## config.mk

```make
export PLATFORM = sky130hd
export DESIGN_NAME = mppt_po_controller
export DESIGN_NICKNAME = d
export VERILOG_FILES = /design/src/rtl/mppt_pkg.sv /design/src/rtl/duty_sat_step.sv /design/src/rtl/mppt_po_controller.sv
export SDC_FILE = /design/constraint.sdc
export NUM_CORES = 1
export LEC_CHECK = 0
export ABC_AREA = 1
export CAP_MARGIN = 10
export CORE_ASPECT_RATIO = 0.6
export CORE_UTILIZATION = 50
export DETAILED_ROUTE_END_ITERATION = 8
export DONT_BUFFER_PORTS = 1
export GPL_ROUTABILITY_DRIVEN = 0
export SYNTH_ARGS = -nofsm -noshare
export SYNTH_HDL_FRONTEND = slang
export SYNTH_SLANG_ARGS = --single-unit
```

## constraint.sdc

```tcl
create_clock -name clk -period 5.5 [get_ports clk]
set_clock_uncertainty 0.2 [all_clocks]
set_input_delay 1.1 -clock clk [delete_from_list [all_inputs] [get_ports clk]]
set_output_delay 1.1 -clock clk [all_outputs]
set_load 0.02 [all_outputs]
```

## src/rtl/mppt_pkg.sv

```systemverilog
// Shared definitions for the perturb-and-observe MPPT controller:
// FSM state encoding, default widths and the power-width helper.
package mppt_pkg;

  localparam int DEF_DATA_W = 8;
  localparam int DEF_DUTY_W = 8;

  typedef enum logic [2:0] {
    ST_IDLE   = 3'd0,
    ST_SETTLE = 3'd1,
    ST_REQ    = 3'd2,
    ST_CALC   = 3'd3,
    ST_DECIDE = 3'd4
  } state_t;

  function automatic int power_width(input int data_w);
    return 2 * data_w;
  endfunction

endpackage

```

## src/rtl/duty_sat_step.sv

```systemverilog
// Combinational duty perturbation: adds or subtracts one step with one bit of
// headroom, then saturates to [DUTY_MIN, DUTY_MAX] and flags a clamp event.
module duty_sat_step import mppt_pkg::*; #(
  parameter int DUTY_W    = DEF_DUTY_W,
  parameter int DUTY_STEP = 4,
  parameter int DUTY_MIN  = 16,
  parameter int DUTY_MAX  = 240
) (
  input  logic [DUTY_W-1:0] duty_in,
  input  logic              up,
  output logic [DUTY_W-1:0] next_duty,
  output logic              clamp_hit
);

  localparam logic [DUTY_W:0] STEP    = (DUTY_W+1)'(DUTY_STEP);
  localparam logic [DUTY_W:0] LO      = (DUTY_W+1)'(DUTY_MIN);
  localparam logic [DUTY_W:0] HI      = (DUTY_W+1)'(DUTY_MAX);
  localparam logic [DUTY_W:0] LO_PLUS = LO + STEP;

  logic [DUTY_W:0] ext;
  logic [DUTY_W:0] sum;

  // Down-step clamp is judged before subtracting so an underflow wrap cannot
  // masquerade as an in-range value.
  always_comb begin
    ext       = {1'b0, duty_in};
    sum       = up ? (ext + STEP) : (ext - STEP);
    clamp_hit = up ? (sum > HI) : (ext < LO_PLUS);
    next_duty = sum[DUTY_W-1:0];
    if (clamp_hit) begin
      next_duty = up ? HI[DUTY_W-1:0] : LO[DUTY_W-1:0];
    end
  end

endmodule

```

## src/rtl/mppt_po_controller.sv

```systemverilog
// Perturb-and-observe MPPT controller: settles, requests a V/I sample,
// computes power and steps the duty setpoint toward the power maximum.
module mppt_po_controller import mppt_pkg::*; #(
  parameter int DATA_W        = DEF_DATA_W,
  parameter int DUTY_W        = DEF_DUTY_W,
  parameter int DUTY_INIT     = 128,
  parameter int DUTY_STEP     = 4,
  parameter int DUTY_MIN      = 16,
  parameter int DUTY_MAX      = 240,
  parameter int SETTLE_CYCLES = 64
) (
  input  logic                clk,
  input  logic                rst,
  input  logic                en,
  output logic                sample_req,
  input  logic                sample_valid,
  input  logic [DATA_W-1:0]   volt_in,
  input  logic [DATA_W-1:0]   curr_in,
  output logic [DUTY_W-1:0]   duty,
  output logic                duty_valid,
  output logic                dir,
  output logic [2*DATA_W-1:0] power,
  output logic                busy
);

  localparam int PW    = power_width(DATA_W);
  localparam int CNT_W = $clog2(SETTLE_CYCLES + 1);
  localparam logic [CNT_W-1:0]  SETTLE_LOAD = CNT_W'(SETTLE_CYCLES - 1);
  localparam logic [DUTY_W-1:0] DUTY_RST    = DUTY_W'(DUTY_INIT);

  state_t            state_reg;
  logic [CNT_W-1:0]  cnt_reg;
  logic [PW-1:0]     prev_power_reg;
  logic              first_reg;
  logic [DATA_W-1:0] volt_reg;
  logic [DATA_W-1:0] curr_reg;

  logic [PW-1:0]     volt_ext;
  logic [PW-1:0]     curr_ext;
  logic              step_up;
  logic              do_step;
  logic [DUTY_W-1:0] next_duty;
  logic              clamp_hit;

  assign volt_ext = {{(PW-DATA_W){1'b0}}, volt_reg};
  assign curr_ext = {{(PW-DATA_W){1'b0}}, curr_reg};

  // First decision after (re)enable steps blindly; otherwise a drop in power
  // reverses direction and equal power holds the setpoint.
  always_comb begin
    step_up = dir;
    do_step = first_reg || (power != prev_power_reg);
    if (!first_reg && (power < prev_power_reg)) begin
      step_up = ~dir;
    end
  end

  duty_sat_step #(
    .DUTY_W    (DUTY_W),
    .DUTY_STEP (DUTY_STEP),
    .DUTY_MIN  (DUTY_MIN),
    .DUTY_MAX  (DUTY_MAX)
  ) u_step (
    .duty_in   (duty),
    .up        (step_up),
    .next_duty (next_duty),
    .clamp_hit (clamp_hit)
  );

  always_ff @(posedge clk or posedge rst) begin
    if (rst) begin
      state_reg      <= ST_IDLE;
      cnt_reg        <= '0;
      prev_power_reg <= '0;
      first_reg      <= 1'b1;
      volt_reg       <= '0;
      curr_reg       <= '0;
      duty           <= DUTY_RST;
      dir            <= 1'b1;
      sample_req     <= 1'b0;
      duty_valid     <= 1'b0;
      power          <= '0;
      busy           <= 1'b0;
    end else begin
      duty_valid <= 1'b0;
      if (!en) begin
        state_reg  <= ST_IDLE;
        sample_req <= 1'b0;
        busy       <= 1'b0;
        first_reg  <= 1'b1;
      end else begin
        unique case (state_reg)
          ST_IDLE: begin
            state_reg <= ST_SETTLE;
            cnt_reg   <= SETTLE_LOAD;
            busy      <= 1'b1;
          end
          ST_SETTLE: begin
            if (cnt_reg == '0) begin
              state_reg  <= ST_REQ;
              sample_req <= 1'b1;
            end else begin
              cnt_reg <= cnt_reg - CNT_W'(1);
            end
          end
          ST_REQ: begin
            if (sample_valid) begin
              volt_reg   <= volt_in;
              curr_reg   <= curr_in;
              sample_req <= 1'b0;
              state_reg  <= ST_CALC;
            end
          end
          ST_CALC: begin
            power     <= volt_ext * curr_ext;
            state_reg <= ST_DECIDE;
          end
          ST_DECIDE: begin
            // A clamp leaves duty on the bound and turns the direction around.
            if (do_step) begin
              duty <= next_duty;
              dir  <= step_up ^ clamp_hit;
            end
            prev_power_reg <= power;
            first_reg      <= 1'b0;
            duty_valid     <= 1'b1;
            state_reg      <= ST_SETTLE;
            cnt_reg        <= SETTLE_LOAD;
          end
          default: begin
            state_reg <= ST_IDLE;
            busy      <= 1'b0;
          end
        endcase
      end
    end
  end

endmodule

```

==> results of run 1 <==
## Yosys cell counts (all sizes together)
cell and count:
o2111ai 2, nor3 5, o32ai 1, nand2 210, nor2 32, nand3b 2
a21oi 21, inv 164, a31oi 2, fa 36, o21ai 42, dfstp 3
a21o 1, o41ai 1, or2 4, buf 3, ha 56, conb 1
clkbuf 22, o221ai 1, xor2 6, nor3b 1, dfrtp 66, nand4 1
nand3 36, o21bai 1, mux2 16, and2 1
## critical path: stages (launching register included)
cell,delay (ns)
dfrtp_1,0.48
nand2_1,0.11
inv_1,0.06
fa_1,0.44
fa_1,0.54
inv_1,0.04
fa_1,0.46
fa_1,0.54
inv_1,0.04
ha_1,0.36
a21oi_1,0.14
and2_1,0.23
o21ai_0,0.14
inv_1,0.08
nor2_1,0.05
o21ai_0,0.24
nand2_1,0.08
nand2_1,0.08
nand2_1,0.05
a21oi_1,0.16
xor2_1,0.16
o21ai_0,0.08
## through the flow
stage | setup slack (ns) | instance area [sq um]
finish | 0.599 | 6270
global route | 0.235 | 6270
CTS | 0.624 | 6270
detailed placement | 0.648 | 5940
global placement | 0.816 | 5940
floorplan | 0.996 | 5820
## layout by cell type, fill, tap and decap left out, types with 9 or more instances in the layout
master and count:
a21oi_1 21, clkbuf_16 9, dfrtp_1 66, fa_1 36
ha_1 56, inv_1 159, mux2_2 16, nand2_1 194
nand3_1 30, nor2_1 29, o21ai_0 38
## routing by layer
layer  vias to the layer above  wire length, um  track usage, %
met5                         -                0               0
met1                      2145             6460            35.0
met2                        88             4820            31.8
met4                         0               65            3.26
li1                       2216                -               -
met3                         7              647            5.14
## how the worst max path moves through the flow
| stage | from | endpoint | slack [ns] |
|---|---|---|---|
| floorplan | curr_reg[4]$_DFFE_PP0P_ | power[13]$_DFFE_PP0P_ | 1.0 |
| global placement | volt_reg[1]$_DFFE_PP0P_ | power[13]$_DFFE_PP0P_ | 0.82 |
| detailed placement | volt_reg[1]$_DFFE_PP0P_ | power[13]$_DFFE_PP0P_ | 0.65 |
| CTS | volt_reg[1]$_DFFE_PP0P_ | power[13]$_DFFE_PP0P_ | 0.62 |
| global route | curr_reg[4]$_DFFE_PP0P_ | power[13]$_DFFE_PP0P_ | 0.24 |
| finish | curr_reg[4]$_DFFE_PP0P_ | power[13]$_DFFE_PP0P_ | 0.60 |
## area by class of cell
cell class	instances	share of cell area, %
flip-flops and latches	69	27.6
inverters	164	9.82
well taps	160	3.19
clock buffers	9	3.59
clock inverters	7	1.64
multi-input cells	480	53.9
repair buffers	2	0.240
## logic make-up (layout without fill, tap and decap cells)
group	count (synthesis)	after routing	synth area share [%]
multiplexers	16	16	3.10
buffers and inverters	189	182	12.3
AND/OR/NAND/NOR	292	292	22.4
adder cells (fa/ha/maj)	92	92	24.4
other	1	2	0.0644
XOR/XNOR	6	6	1.03
flip-flops	69	69	29.7
AO/OA/AOI/OAI	72	72	6.90
==> flow_summary_export.csv, run 1 <==
group,metric,value,unit
status,status,"finished clean",
critical_path,critPathRequiredTime,5.48,ns
timing,timing.fmax,204,MHz
min_path,hp-start,"prev_power_reg[0]$_DFFE_PP0P_",
timing,grt_setup_unrepaired,"false",
place,dp_hpwl,9540,um
drt,drt_pass1_iterations,5,
cells_and_area,area_growth,7.70,%
synth,yosys-top-cells-area,"dfrtp_1 (28%), nand2_1 (13%), fa_1 (12%), ha_1 (12%), inv_1 (10%)",
critical_path,rr_startpoint,"curr_reg[4]$_DFFE_PP0P_",
cts,cts_buffer_depth,2,
cts,post_cts_buffers,0,
global_routing,track_usage,22.4,%
cells_and_area,seq_area,1730,sq um
critical_path,critPathArrivalTime,4.88,ns
global_routing,grt_pass1_wl,21300,um
drt,viasPerCell,5.00,
global_routing,grt-ovfl-total,0,
critical_path,rrSetupSlack,0.60,ns
floorplan,die_area,12100,sq um
min_path,whs_path_depth,2,
cts,path_clk_slew,0.06,ns
synth,synth-seq-cells,69,
cts,cts.repair.resized,0,
run,cap_violations,0,
timing,relSlewSlack,37.7,%
floorplan,start_util,51.5,%
cells_and_area,fin_cells,891,
timing,hold_violations,0,
timing,slew_viol_final,0,
cts,tritoncts,"yes",
floorplan,die_w,141,um
synth,yosysWarnings,0,
timing,worst_pin_slew,0.934,ns
global_routing,grt_pass1_vias,4362,
drt,ant_nets,0,
cts,cts_buffers,9,
timing,worst_hold_slack,0.296,ns
min_path,holdPathEnd,"prev_power_reg[0]$_DFFE_PP0P_",
synth,synthCells,737,
drt,wl_per_cell,13.5,um
synth,syn-cell-area,5820,sq um
drt,vias,4456,
synth,syn_avg_cell_area,7.90,sq um
floorplan,fp.coreArea,11300,sq um
cts,holdBufCountCts,0,
timing,setup-violations-final,0,
cells_and_area,drive_above_1_share,10.3,%
critical_path,ff2ff_path_depth,21,
cts,clk_latency,0.34,ns
synth,ys_types,38,
timing,fin_crit_sh,89.1,%
global_routing,grt_max_degree,45,
timing,min_period,4.90,ns
cells_and_area,utilization,55.5,%
critical_path,worstPathMaxFanout,9,
critical_path,worstReg2RegEnd,"power[13]$_DFFE_PP0P_",
place,dp_cells,875,
floorplan,rows,30,
critical_path,crit_path_end_kind,"register",
cells_and_area,antenna_cells,0,
cells_and_area,multi_input_area,3380,sq um
cells_and_area,nNetsFinal,838,
global_routing,antenna_found_initial,0,
min_path,min_path_type,"register to register",
drt,drtIter0Drc,273,
cts,root_buffer,"clkbuf_16",
cts,clock_sinks,69,
cells_and_area,n_fill_cell,1067,
floorplan,die_h,85.6,um
place,portBuffers,0,
critical_path,path_class,"register to register",
timing,setup_tns,0,ns
drt,wirelength,12000,um
synth,yosysTopAreaCell,"dfrtp_1",
floorplan,num_io_pins,48,
drt,drcViolationCount,0,
synth,synth_top_area_share,28.4,%
critical_path,startpoint_type,"register",
cts,cts-htree-levels,3,
synth,yosysSeqAreaShare,29.7,%
Power of run 1 is left out: the tool's default activity adds up to more than one toggle a clock period on the data nets, which glitch-free logic cannot reach.
==> run 2: changes to the inputs <==
ABC_AREA = unset   (was 1)
CORE_UTILIZATION = 58   (was 50)
PLACE_DENSITY = 0.74   (was unset)
SKIP_LAST_GASP = 1   (was unset)
==> run 2 against run 1 <==
Net effect: via count down 7.0%; register-to-register slack better by 0.15 ns; fmax up 3.2%; sequential share of layout area up 1.2 points; first-iteration DRC count down 25%; flip-flop and latch count unchanged; worst setup slack better by 0.15 ns; cell area down 4.2%; cell count down 19%; synthesized cell count down 20%; count of clock-buffer cells in the layout up 1; global-route usage up 4.8 points.
==> flow_summary_export.csv, run 2 <==
group,metric,value,unit
cts,cts.repair.resized,0,
synth,async_flop_share,100,%
place,post-place-ws,0.847,ns
synth,synth.most_common_cell,"nand2_1",
critical_path,rr_startpoint,"curr_reg[4]$_DFFE_PP0P_",
cts,cts-htree-levels,3,
min_path,hp-start,"first_reg$_DFFE_PP1P_",
cells_and_area,layout_commonest_cell,"nand2_1",
floorplan,num_io_pins,48,
critical_path,crit_path_top_delay_cell,"fa_1",
synth,yosys-top-cells-count,"nand2_1 (75), inv_1 (74), dfrtp_1 (66)",
global_routing,grtUsageMet1,38.7,%
cts,cts_buffers,9,
floorplan,die_area,10000,sq um
critical_path,crit_path_end_kind,"register",
drt,vias,4144,
synth,yosysTopAreaCell,"dfrtp_1",
global_routing,top_usage_layer,"met2",
synth,synth-edff-count,0,
synth,synth-seq-cells,69,
synth,ys_types,62,
place,portBuffers,0,
critical_path,critPathRequiredTime,5.48,ns
global_routing,grt_pass1_vias,4236,
critical_path,worstPathMaxFanout,9,
pwr,vdd_ir_drop_max,0.159,mV
drt,drt_pass1_iterations,4,
critical_path,startpoint_type,"register",
drt,drcViolationCount,0,
timing,fin_crit_sh,86.4,%
synth,ys.flop_type,"dfrtp_1",
critical_path,crit_top_cell,"fa_1",
cts,path_clk_slew,0.06,ns
drt,viasPerCell,5.76,
cts,clk_latency,0.34,ns
cells_and_area,area_growth,7.60,%
cts,holdBufCountCts,0,
timing,timing.fmax,211,MHz
synth,syn-cell-area,5580,sq um
floorplan,rows,27,
timing,layout_setup_ws,0.750,ns
cts,clock_sinks,69,
critical_path,path_cells,"and2_1 -> fa_1 -> fa_1 -> inv_1 -> fa_1 -> fa_1 -> inv_1 -> ha_1 -> o21a_1 -> o21ai_0 -> a211oi_1 -> o31ai_1 -> xnor2_1 -> o21ai_0",
drt,drtIter0Drc,205,
cells_and_area,final_cell_mix,"nand2_1 (75), inv_1 (73), dfrtp_1 (66)",
critical_path,path_class,"register to register",
drt,wl_per_cell,16.9,um
synth,synth_top_area_share,29.6,%
synth,yosysWarnings,0,
cells_and_area,nNetsFinal,697,
timing,grt_setup_unrepaired,"false",
floorplan,fp.coreArea,9260,sq um
timing,hold_violations,0,
timing,setup-violations-final,0,
synth,syn_avg_cell_area,9.49,sq um
place,dp_hpwl,9270,um
cells_and_area,drive_above_1_share,8.98,%
run,cap_violations,0,
cts,cts_buffer_depth,2,
cells_and_area,antenna_cells,0,
timing,setup_tns,0,ns
global_routing,grt_pass1_wl,20700,um
cells_and_area,utilization,64.9,%
timing,relSlewSlack,39.6,%
timing,slew_viol_final,0,
cts,post_cts_buffers,0,
drt,wirelength,12200,um
global_routing,grt-ovfl-total,0,
global_routing,grt_use_met2,40.6,%
critical_path,critPathArrivalTime,4.73,ns
cts,tritoncts,"yes",
timing,min_period,4.75,ns
critical_path,cpPeakStageDelay,0.55,ns
status,status,"finished clean",
global_routing,met3_usage,7.31,%
floorplan,die_w,129,um
cts,root_buffer,"clkbuf_16",
synth,synthCells,588,
synth,yosys-top-cells-area,"dfrtp_1 (30%), fa_1 (13%), ha_1 (13%), nand2_1 (5.0%), inv_1 (5.0%)",
floorplan,die_h,78.0,um
critical_path,crit_buf_inv,2,
floorplan,start_util,60.3,%
global_routing,grt_max_degree,47,
global_routing,antenna_found_initial,0,
timing,worst_pin_slew,0.903,ns
synth,yosysSeqAreaShare,31.0,%
critical_path,critPathLaunch,"curr_reg[4]$_DFFE_PP0P_",
pwr,p_leak,0.00311,uW
critical_path,crit_family,"adder cells",
pwr,power_density,202,nW/um^2
min_path,min_path_type,"register to register",
global_routing,track_usage,27.2,%
drt,ant_nets,0,
run 2: cell count changes in the layout (fill, tap and decap cells not counted), moves of 8 or more:
| cell | previous run | this run |
|---|---|---|
| xnor2_1 | 0 | 8 |
| inv_1 | 159 | 73 |
| nand2_1 | 194 | 75 |
| and2_1 | 1 | 44 |
| nand3_1 | 30 | 9 |
| nor2_1 | 29 | 21 |
| nand2_2 | 8 | 0 |
| nand2_4 | 8 | 0 |
run 2: routing by layer:
metal | part of all wire (%) | routed length (um)
met5 | 0 | 0
met3 | 7.2 | 882
met4 | 1.6 | 200
met2 | 43 | 5200
met1 | 48 | 5900
run 2: kinds of logic after synthesis:
family	after synthesis	share of synthesized area [%]
and+or+nand+nor	193	17.6
xor gates and xnor gates	17	2.67
other	1	0.0672
muxes	27	5.31
DFF	69	31.0
AOI/OAI and AO/OA	98	11.5
adders and majority gates	92	25.5
buffers and inverters	91	6.30
run 2: worst min-delay path, cell delays in order (launching register included):
cell     delay [ns]
dfstp_2        0.40
inv_1          0.06
a21oi_1        0.06
run 2: power breakdown:
part,switching (uW),internal (uW)
logic,31.8,18.1
registers,18.1,520
clock network,225,397
total,275,935
run 2: worst paths after layout:
path | endpoint | slack, ns | cells after the start
setup / recovery | power[15]$_DFFE_PP0P_ | 0.75 | 14
hold / removal | first_reg$_DFFE_PP1P_ | 0.32 | 2
setup reg to reg | power[15]$_DFFE_PP0P_ | 0.75 | 14
hold reg to reg | first_reg$_DFFE_PP1P_ | 0.32 | 2
max in group asynchronous | prev_power_reg[2]$_DFFE_PP0P_ | 3.63 | 2
min in group asynchronous | volt_reg[3]$_DFFE_PP0P_ | 0.48 | 1
run 2: cell type report:
cell class / count / area (sq um)
multi-input cells: 429 / 3500
flip-flops and latches: 69 / 1730
inverters: 74 / 278
repair buffers: 2 / 15.0
clock inverters: 6 / 87.6
clock buffers: 10 / 229
well taps: 130 / 163
fillers: 762 / 3250
run 2: per-stage QoR:
step	area, sq um	hold WS [ns]	std cells	total power, uW
after floorplan	5580	0.249	589	582
after global placement	5690	0.291	704	593
after detailed placement	5690	0.304	704	597
after CTS	6000	0.312	720	1220
after global routing	6000	0.348	720	1250
final	6000	0.315	720	1210
Note: power is estimated with default switching activity, not from simulation.
==> run 3: changes to the inputs <==
CORE_UTILIZATION = 40   (was 58)
PLACE_DENSITY = unset   (was 0.74)
==> run 3 against run 2 <==
Net effect: fmax rose by 0.88%; register-to-register slack improved by 0.04 ns; critical endpoint is now duty[2]$_DFFE_PP0P_; worst hold slack got worse by 0.0066 ns; core utilization fell by 20 points; sequential power barely moved; clock power rose by 9.8%; largest power group unchanged; largest cell class unchanged; cell count rose by 6.3%; highest routed layer unchanged; critical path type unchanged.
==> flow_summary_export.csv, run 3 (same netlist as run 2, synthesis figures left out) <==
group,metric,value,unit
status,status,"finished clean",
pwr,power_density,208,nW/um^2
place,post-place-ws,0.850,ns
place,dp_hpwl,9560,um
cells_and_area,layout_commonest_cell,"nand2_1",
floorplan,fp.coreArea,13600,sq um
timing,worst_pin_slew,0.900,ns
cells_and_area,seq_area,1730,sq um
cells_and_area,n_fill_cell,1283,
drt,drcViolationCount,0,
global_routing,grt-ovfl-total,0,
drt,vias,4092,
cts,cts.repair.resized,0,
floorplan,start_util,41.0,%
timing,slew_viol_final,0,
timing,setup_tns,0,ns
global_routing,grt_pass1_vias,4108,
place,portBuffers,0,
global_routing,grt_pass1_wl,20900,um
cts,cts_buffer_depth,2,
cells_and_area,drive_above_1_share,8.98,%
floorplan,rows,33,
min_path,min_path_type,"register to register",
cts,cts-htree-levels,3,
global_routing,track_usage,18.8,%
global_routing,grt_max_degree,70,
cts,clk_latency,0.33,ns
floorplan,die_area,14400,sq um
cts,root_buffer,"clkbuf_16",
timing,relSlewSlack,40.0,%
cells_and_area,multi_input_area,3500,sq um
drt,viasPerCell,5.35,
cts,tritoncts,"yes",
critical_path,crit_path_end_kind,"register",
cts,path_clk_slew,0.06,ns
pwr,p_leak,0.00312,uW
drt,wl_per_cell,16.1,um
floorplan,die_h,93.5,um
drt,drtIter0Drc,232,
critical_path,rrSetupSlack,0.79,ns
global_routing,antenna_found_initial,0,
timing,hold_violations,0,
critical_path,worstPathMaxFanout,7,
cts,clock_sinks,69,
critical_path,path_class,"register to register",
cells_and_area,final_cell_mix,"nand2_1 (75), inv_1 (73), dfrtp_1 (66)",
drt,ant_nets,0,
pwr,vdd_ir_drop_max,0.118,mV
cells_and_area,utilization,44.7,%
floorplan,num_io_pins,48,
cells_and_area,nNetsFinal,697,
timing,grt_setup_unrepaired,"false",
cts,holdBufCountCts,0,
timing,setup-violations-final,0,
drt,wirelength,12300,um
floorplan,die_w,154,um
timing,fin_crit_sh,85.6,%
timing,min_period,4.71,ns
critical_path,startpoint_type,"register",
timing,timing.fmax,212,MHz
cells_and_area,area_growth,9.22,%
cts,post_cts_buffers,0,
critical_path,critPathArrivalTime,4.72,ns
timing,layout_setup_ws,0.792,ns
critical_path,critPathRequiredTime,5.51,ns
drt,drt_pass1_iterations,4,
run,cap_violations,0,
cells_and_area,antenna_cells,0,
cts,cts_buffers,9,
[run 3: changes by cell type in the layout (fill, tap and decap cells not counted)]
cell / previous run / this run
clkbuf_8: 0 / 1
clkinv_2: 2 / 0
bufinv_16: 2 / 3
[run 3: routing by layer]
layer  vias up  GRT usage [%]  share of wire (%)
li1       1965              -                  -
met1      2005           26.8                 52
met2       110           26.7                 40
met3        12           6.72                7.8
met4         0           4.79               0.87
met5         -              0                  0
[run 3: path summary, 6_finish.rpt]
path	cells past startpoint	from	end
worst min-delay path	2	first_reg$_DFFE_PP1P_	first_reg$_DFFE_PP1P_
max in group asynchronous	2	rst	volt_reg[7]$_DFFE_PP0P_
min in group asynchronous	2	rst	cnt_reg[4]$_DFFE_PP0P_
worst max register to register	14	power[3]$_DFFE_PP0P_	duty[2]$_DFFE_PP0P_
worst min register to register	2	first_reg$_DFFE_PP1P_	first_reg$_DFFE_PP1P_
worst max-delay path	14	power[3]$_DFFE_PP0P_	duty[2]$_DFFE_PP0P_
[run 3: metrics by stage]
step | instance area, sq um | cells | total power (uW) | hold slack [ns]
CTS | 6090 | 765 | 1290 | 0.305
global route | 6090 | 765 | 1310 | 0.333
finish | 6090 | 765 | 1270 | 0.309
detailed placement | 5740 | 749 | 596 | 0.288
global placement | 5740 | 749 | 594 | 0.287
floorplan | 5580 | 589 | 582 | 0.249
[run 3: cell type report]
| cell class | count | share of cell area, % |
|---|---|---|
| clock buffers | 11 | 3.98 |
| clock inverters | 5 | 1.77 |
| inverters | 74 | 4.56 |
| multi-input cells | 429 | 57.5 |
| flip-flops and latches | 69 | 28.4 |
| well taps | 175 | 3.59 |
| repair buffers | 2 | 0.246 |
[run 3: power by group]
part | total, uW | switching [uW] | internal (uW) | leakage, uW
clock network | 683 | 226 | 457 | 0.000170
registers | 539 | 18.5 | 520 | 0.000836
logic | 48.3 | 30.4 | 17.9 | 0.00211
total | 1270 | 274 | 995 | 0.00312
[run 3: critical path: stages, from the launching register on]
cell and delay, ns:
dfrtp_1 0.48, ha_1 0.35, a21oi_1 0.36, a2111oi_2 0.18
o31ai_1 0.68, nand2_1 0.25, xnor2_1 0.29, ha_1 0.35
xnor2_1 0.09, or4_1 0.47, a41oi_1 0.22, nor2_1 0.11
a21oi_1 0.31, a21o_1 0.16, o21ai_0 0.10
